## src/rtl/bit_signed_divider_seq.sv

```systemverilog
// Sequential signed divider: restoring division on operand magnitudes, one
// quotient bit per cycle, followed by a one-cycle sign fix-up.
//
// state  | meaning
// S_IDLE | ready for a new start; operands latched on EN_start
// S_CALC | one restoring-division iteration per cycle, WIDTH cycles
// S_FIX  | apply signs, divide-by-zero and overflow results
// S_DONE | result held on getResult until EN_getResult
module bit_signed_divider_seq #(
  parameter int WIDTH = 4
) (
  input  logic                 CLK,
  input  logic                 RST,
  input  logic                 EN_start,
  input  logic [WIDTH-1:0]     start_dividend,
  input  logic [WIDTH-1:0]     start_divisor,
  output logic                 RDY_start,
  input  logic                 EN_getResult,
  output logic [2*WIDTH+1:0]   getResult,
  output logic                 RDY_getResult
);

  localparam int CW = $clog2(WIDTH + 1);
  localparam logic [WIDTH-1:0] MOST_NEG = {1'b1, {(WIDTH-1){1'b0}}};

  typedef enum logic [1:0] {S_IDLE, S_CALC, S_FIX, S_DONE} state_t;

  state_t               r_state;
  state_t               w_state_nxt;
  logic [WIDTH-1:0]     r_dvd;
  logic [WIDTH-1:0]     r_dsr;
  logic [WIDTH-1:0]     r_rem;
  logic [WIDTH-1:0]     r_dividend;
  logic [CW-1:0]        r_cnt;
  logic                 r_sign_q;
  logic                 r_sign_r;
  logic                 r_dz;
  logic                 r_ovf;
  logic [2*WIDTH+1:0]   r_result;

  logic [WIDTH-1:0]     w_dvd_mag;
  logic [WIDTH-1:0]     w_dsr_mag;
  logic [WIDTH:0]       w_rem_sh;
  logic [WIDTH:0]       w_trial;
  logic [WIDTH-1:0]     w_q_fix;
  logic [WIDTH-1:0]     w_r_fix;

  // Most-negative operand negates to itself, which reads correctly as an unsigned magnitude.
  always_comb begin
    w_dvd_mag = start_dividend[WIDTH-1] ? -start_dividend : start_dividend;
    w_dsr_mag = start_divisor[WIDTH-1]  ? -start_divisor  : start_divisor;
    w_rem_sh  = {r_rem, r_dvd[WIDTH-1]};
    w_trial   = w_rem_sh - {1'b0, r_dsr};
    w_q_fix   = r_sign_q ? -r_dvd : r_dvd;
    w_r_fix   = r_sign_r ? -r_rem : r_rem;
  end

  always_ff @(posedge CLK) begin
    if (RST) r_state <= S_IDLE;
    else     r_state <= w_state_nxt;
  end

  always_comb begin
    w_state_nxt = r_state;
    case (r_state)
      S_IDLE: if (EN_start) w_state_nxt = S_CALC;
      S_CALC: if (r_cnt == CW'(1)) w_state_nxt = S_FIX;
      S_FIX:  w_state_nxt = S_DONE;
      S_DONE: if (EN_getResult) w_state_nxt = S_IDLE;
      default: w_state_nxt = S_IDLE;
    endcase
  end

  always_ff @(posedge CLK) begin
    if (RST) begin
      r_dvd      <= '0;
      r_dsr      <= '0;
      r_rem      <= '0;
      r_dividend <= '0;
      r_cnt      <= '0;
      r_sign_q   <= 1'b0;
      r_sign_r   <= 1'b0;
      r_dz       <= 1'b0;
      r_ovf      <= 1'b0;
      r_result   <= '0;
    end else begin
      case (r_state)
        S_IDLE: begin
          if (EN_start) begin
            r_dvd      <= w_dvd_mag;
            r_dsr      <= w_dsr_mag;
            r_rem      <= '0;
            r_dividend <= start_dividend;
            r_cnt      <= CW'(WIDTH);
            r_sign_q   <= start_dividend[WIDTH-1] ^ start_divisor[WIDTH-1];
            r_sign_r   <= start_dividend[WIDTH-1];
            r_dz       <= (start_divisor == '0);
            r_ovf      <= (start_dividend == MOST_NEG) && (start_divisor == '1);
          end
        end
        S_CALC: begin
          if (!w_trial[WIDTH]) begin
            r_rem <= w_trial[WIDTH-1:0];
            r_dvd <= {r_dvd[WIDTH-2:0], 1'b1};
          end else begin
            r_rem <= w_rem_sh[WIDTH-1:0];
            r_dvd <= {r_dvd[WIDTH-2:0], 1'b0};
          end
          r_cnt <= r_cnt - CW'(1);
        end
        S_FIX: begin
          if (r_dz) r_result <= {2'b10, {WIDTH{1'b1}}, r_dividend};
          else      r_result <= {1'b0, r_ovf, w_q_fix, w_r_fix};
        end
        S_DONE: begin
          if (EN_getResult) r_result <= '0;
        end
        default: r_result <= '0;
      endcase
    end
  end

  assign RDY_start     = (r_state == S_IDLE);
  assign RDY_getResult = (r_state == S_DONE);
  assign getResult     = r_result;

endmodule

```

## config.mk

```make
export PLATFORM = sky130hd
export DESIGN_NAME = bit_signed_divider_seq
export DESIGN_NICKNAME = d
export VERILOG_FILES = /design/src/rtl/bit_signed_divider_seq.sv
export SDC_FILE = /design/constraint.sdc
export NUM_CORES = 1
export LEC_CHECK = 0
export BUFFER_PORTS_ARGS = -buffer_cell sky130_fd_sc_hd__buf_2
export CAP_MARGIN = 30
export CORE_AREA = 2 2 48 83
export DETAILED_ROUTE_END_ITERATION = 16
export DIE_AREA = 0 0 50 85
export PLACE_DENSITY = 0.72
export SYNTH_ARGS = -nofsm -noshare
export SYNTH_HDL_FRONTEND = slang
export SYNTH_SLANG_ARGS = --single-unit
```

## constraint.sdc

```tcl
create_clock -name CLK -period 2.5 [get_ports CLK]
set_input_delay 0.75 -clock CLK [delete_from_list [all_inputs] [get_ports CLK]]
set_output_delay 0.75 -clock CLK [all_outputs]
set_load 0.01 [all_outputs]
```

==> results by group <==
Floorplanning
  – Die Height: 85 µm
  – Die area: 4250 µm²
  – DIE WIDTH: 50 µm
  – Core region area: 3592 µm²
  – Initial Util: 0.5423
  – Core Rows: 29
  – Io pins: 24

STA
  – Fin crit share: 0.9145
  – RSZ-0062 raised after global routing: no
  – Skew final: 0.01134 ns
  – Setup_tns: 0 ns
  – Setup violators final: 0
  – Final Hold Viols: 0
  – Pins Over Slew Limit: 0
  – Post-route setup slack: 0.2139 ns
  – Hold_ws: 0.4521 ns
  – Minimum clock period: 2.286 ns
  – Headroom to the max-slew limit: 0.5598
  – Fmax: 0.4374 GHz
  – Worst slew pin tran: 0.6560 ns

Clock tree
  – Cts hold-fix bufs: 0
  – Cts bufs inserted: 5
  – Latest clock arrival within the worst-skew pair: 0.29 ns
  – CTS tree: done
  – Max Root-Sink Buffers: 2
  – # resized after CTS: 0
  – Sinks on Clock Net: 34
  – CTS root buf: clkbuf_8
  – H-tree depth: 2
  – Worst-path clk slew: 0.08 ns
  – # Post-CTS Setup Buffers: 0

Pwr
  – Seq pwr share: 0.311
  – Sw Share: 0.3899
  – Pleak: 0.9088 nW
  – Clk pwr share: 0.244
  – Max VDD drop: 0.8837 mV
  – Switching power total: 0.9767 mW
  – Combinational share of power: 0.446
  – Int Pwr: 1.529 mW
  – Final Power: 2.505 mW
  – Power density over the cells: 1123 nW/µm²

Placed design
  – Setup WS pre-CTS: 0.2593 ns
  – Placer Congestion: 0.8719
  – Final HPWL DP: 3.253 mm
  – Port Buffers: 23
  – Placed instance area: 2093 µm²
  – Placed Instances: 304

GRT
  – Largest net degree at the start of global routing: 22
  – First-pass GRT wire length: 7.507 mm
  – Total GRT Usage: 0.2287
  – Vias in the first global route: 1,699
  – Grt ovf: 0
  – Antenna violations before repair: 0

Job
  – Max-cap violations: 0

Critical path
  – CP peak stage delay: 0.45 ns
  – CP Launch Type: flip-flop
  – Setup Crit Path Kind: flip-flop to flip-flop
  – Worst path slowest cell: or3_1
  – Endpoint class of the critical path: flip-flop
  – Worst-path cell chain: inv_1, ha_1, inv_1, fa_1, and3_4, or3_1, a2111o_1, nand3_1
  – Worst r2r dst: r_rem[3]
  – CP required: 2.73 ns
  – Worst Path Buf+Inv: 2
  – Crit path max fanout: 6
  – Internal reg-to-reg setup slack: 0.21 ns
  – CP most frequent cell: inv_1
  – R2r startpoint: r_dvd[3]
  – Arr. time, crit path: 2.52 ns
  – R2r worst-path depth: 8
  – Cell family with most CP delay: simple AND/OR/NAND/NOR gates

Worst hold path
  – Hold Path End: getResult[7]
  – Hold Startpoint: getResult[7]
  – Hold Crit Class: flip-flop to flip-flop
  – Hold Path Depth: 2

Logic synthesis
  – Dominant synthesized flop cell: dfxtp_1
  – Async SR Flop Fraction: 0
  – Mapped Cells: 244
  – Avg Synthesized Cell Area: 7.984 µm²
  – Area leader, netlist: dfxtp_1
  – Yosys reg bits: 34
  – Synth top area share: 0.3494
  – Syn_nets: 272
  – Synth top area cells: dfxtp_1 35%, ha_1 9.6%, nand2_1 6.6%
  – Number of synthesized flops with an enable pin: 0
  – Mapped Area: 1948 µm²
  – Netlist cell types: 44
  – Yosys warns: 0
  – Sequential fraction of the synthesis area: 0.3494

Layout
  – Fin util: 0.6210
  – Ant. Diodes: 0
  – Area added between synthesis and finish: 14.52%
  – Final instance area: 2231 µm²
  – Layout cells sized above 1: 0.1429
  – Most frequent cells in the layout: 34 x nand2_1, 34 x dfxtp_1, 23 x buf_2
  – Finished Layout Cells: 312
  – Layout Nets: 293

Detailed routing
  – DRC errors left: 0
  – WL final: 4.366 mm
  – Via/cell ratio: 5.558
  – Vias: 1,734
  – Drt initial violations: 55
  – Post-DRT Antenna Nets: 0
  – First drt pass iteration count: 4
  – Wire per inst: 13.99 µm

Run status
  – Status: completed
-- synthesized netlist by cell type, drive strengths merged, types with 2 or more instances --
cell type,count
inv,19
mux2,2
mux2i,5
xnor2,6
a21oi,22
nand2,34
o211ai,2
and3,2
nor2,21
nand2b,8
a221oi,2
nor2b,5
a32o,2
ha,15
a21o,3
a22oi,4
o21ai,12
dfxtp,34
a211oi,7
nor4b,2
clkbuf,9
nand3,7
nor3,3
buf,2
-- per-layer routing --
layer / vias to the layer above / global-route usage / share of wire / wire length [µm]
li1: 891 / - / - / -
met1: 804 / 0.2450 / 0.40 / 1738
met2: 27 / 0.4127 / 0.54 / 2367
met3: 12 / 0.04225 / 0.027 / 117
met4: 0 / 0.1162 / 0.033 / 142
met5: - / 0 / 0 / 0
-- worst max-delay path by stage --
stage	start	endpoint	slack [ns]	depth (start not counted)
floorplan	r_dvd[3]	r_rem[3]	0.36	9
global placement	r_dvd[3]	r_rem[3]	0.32	8
detailed placement	r_dvd[3]	r_rem[3]	0.26	8
CTS	r_dvd[3]	r_rem[3]	0.24	8
global route	r_dvd[3]	r_rem[0]	0.12	8
finish	r_dvd[3]	r_rem[3]	0.21	8
-- flip-flops by register name, summed over array words and instances (netlist names) --
name / flops
getResult: 10
r_rem: 4
r_dividend: 4
r_cnt: 3
r_state: 2
r_dsr: 4
r_sign_q: 1
r_dz: 1
r_dvd: 4
r_ovf: 1
-- power groups by stage --
stage | registers (mW) | clock network (mW) | logic (mW)
final | 0.778 | 0.611 | 1.12
after global routing | 0.793 | 0.639 | 1.27
after CTS | 0.777 | 0.623 | 1.12
after detailed placement | 0.789 | 0 | 1.11
after global placement | 0.786 | 0 | 1.09
after floorplan | 0.756 | 0 | 0.877
-- tightest hold or removal path: cells and delay by family (launching register included) --
kind	cells	cell delay, ns
AO/OA/AOI/OAI	1	0.05
flip-flops	1	0.31
AND/OR/NAND/NOR	1	0.05
-- cells by family after synthesis --
kind of cell	count (synthesis)	synth area share
compound gates	63	0.2087
buf+inv	30	0.05844
xor+xnor	6	0.02697
fa+ha+maj	16	0.1066
flops	34	0.3494
mux	7	0.03725
simple gates	88	0.2126
-- layout make-up --
type / count / area (µm²)
Clock buffer: 5 / 68.82
Clock inverter: 3 / 68.82
Fill cell: 328 / 1361
Inverter: 19 / 71.32
Multi-Input combinational cell: 180 / 1154
Sequential cell: 34 / 680.7
Tap cell: 46 / 57.56
Timing Repair Buffer: 25 / 130.1
No activity file was read; power rests on OpenSTA's default activity.
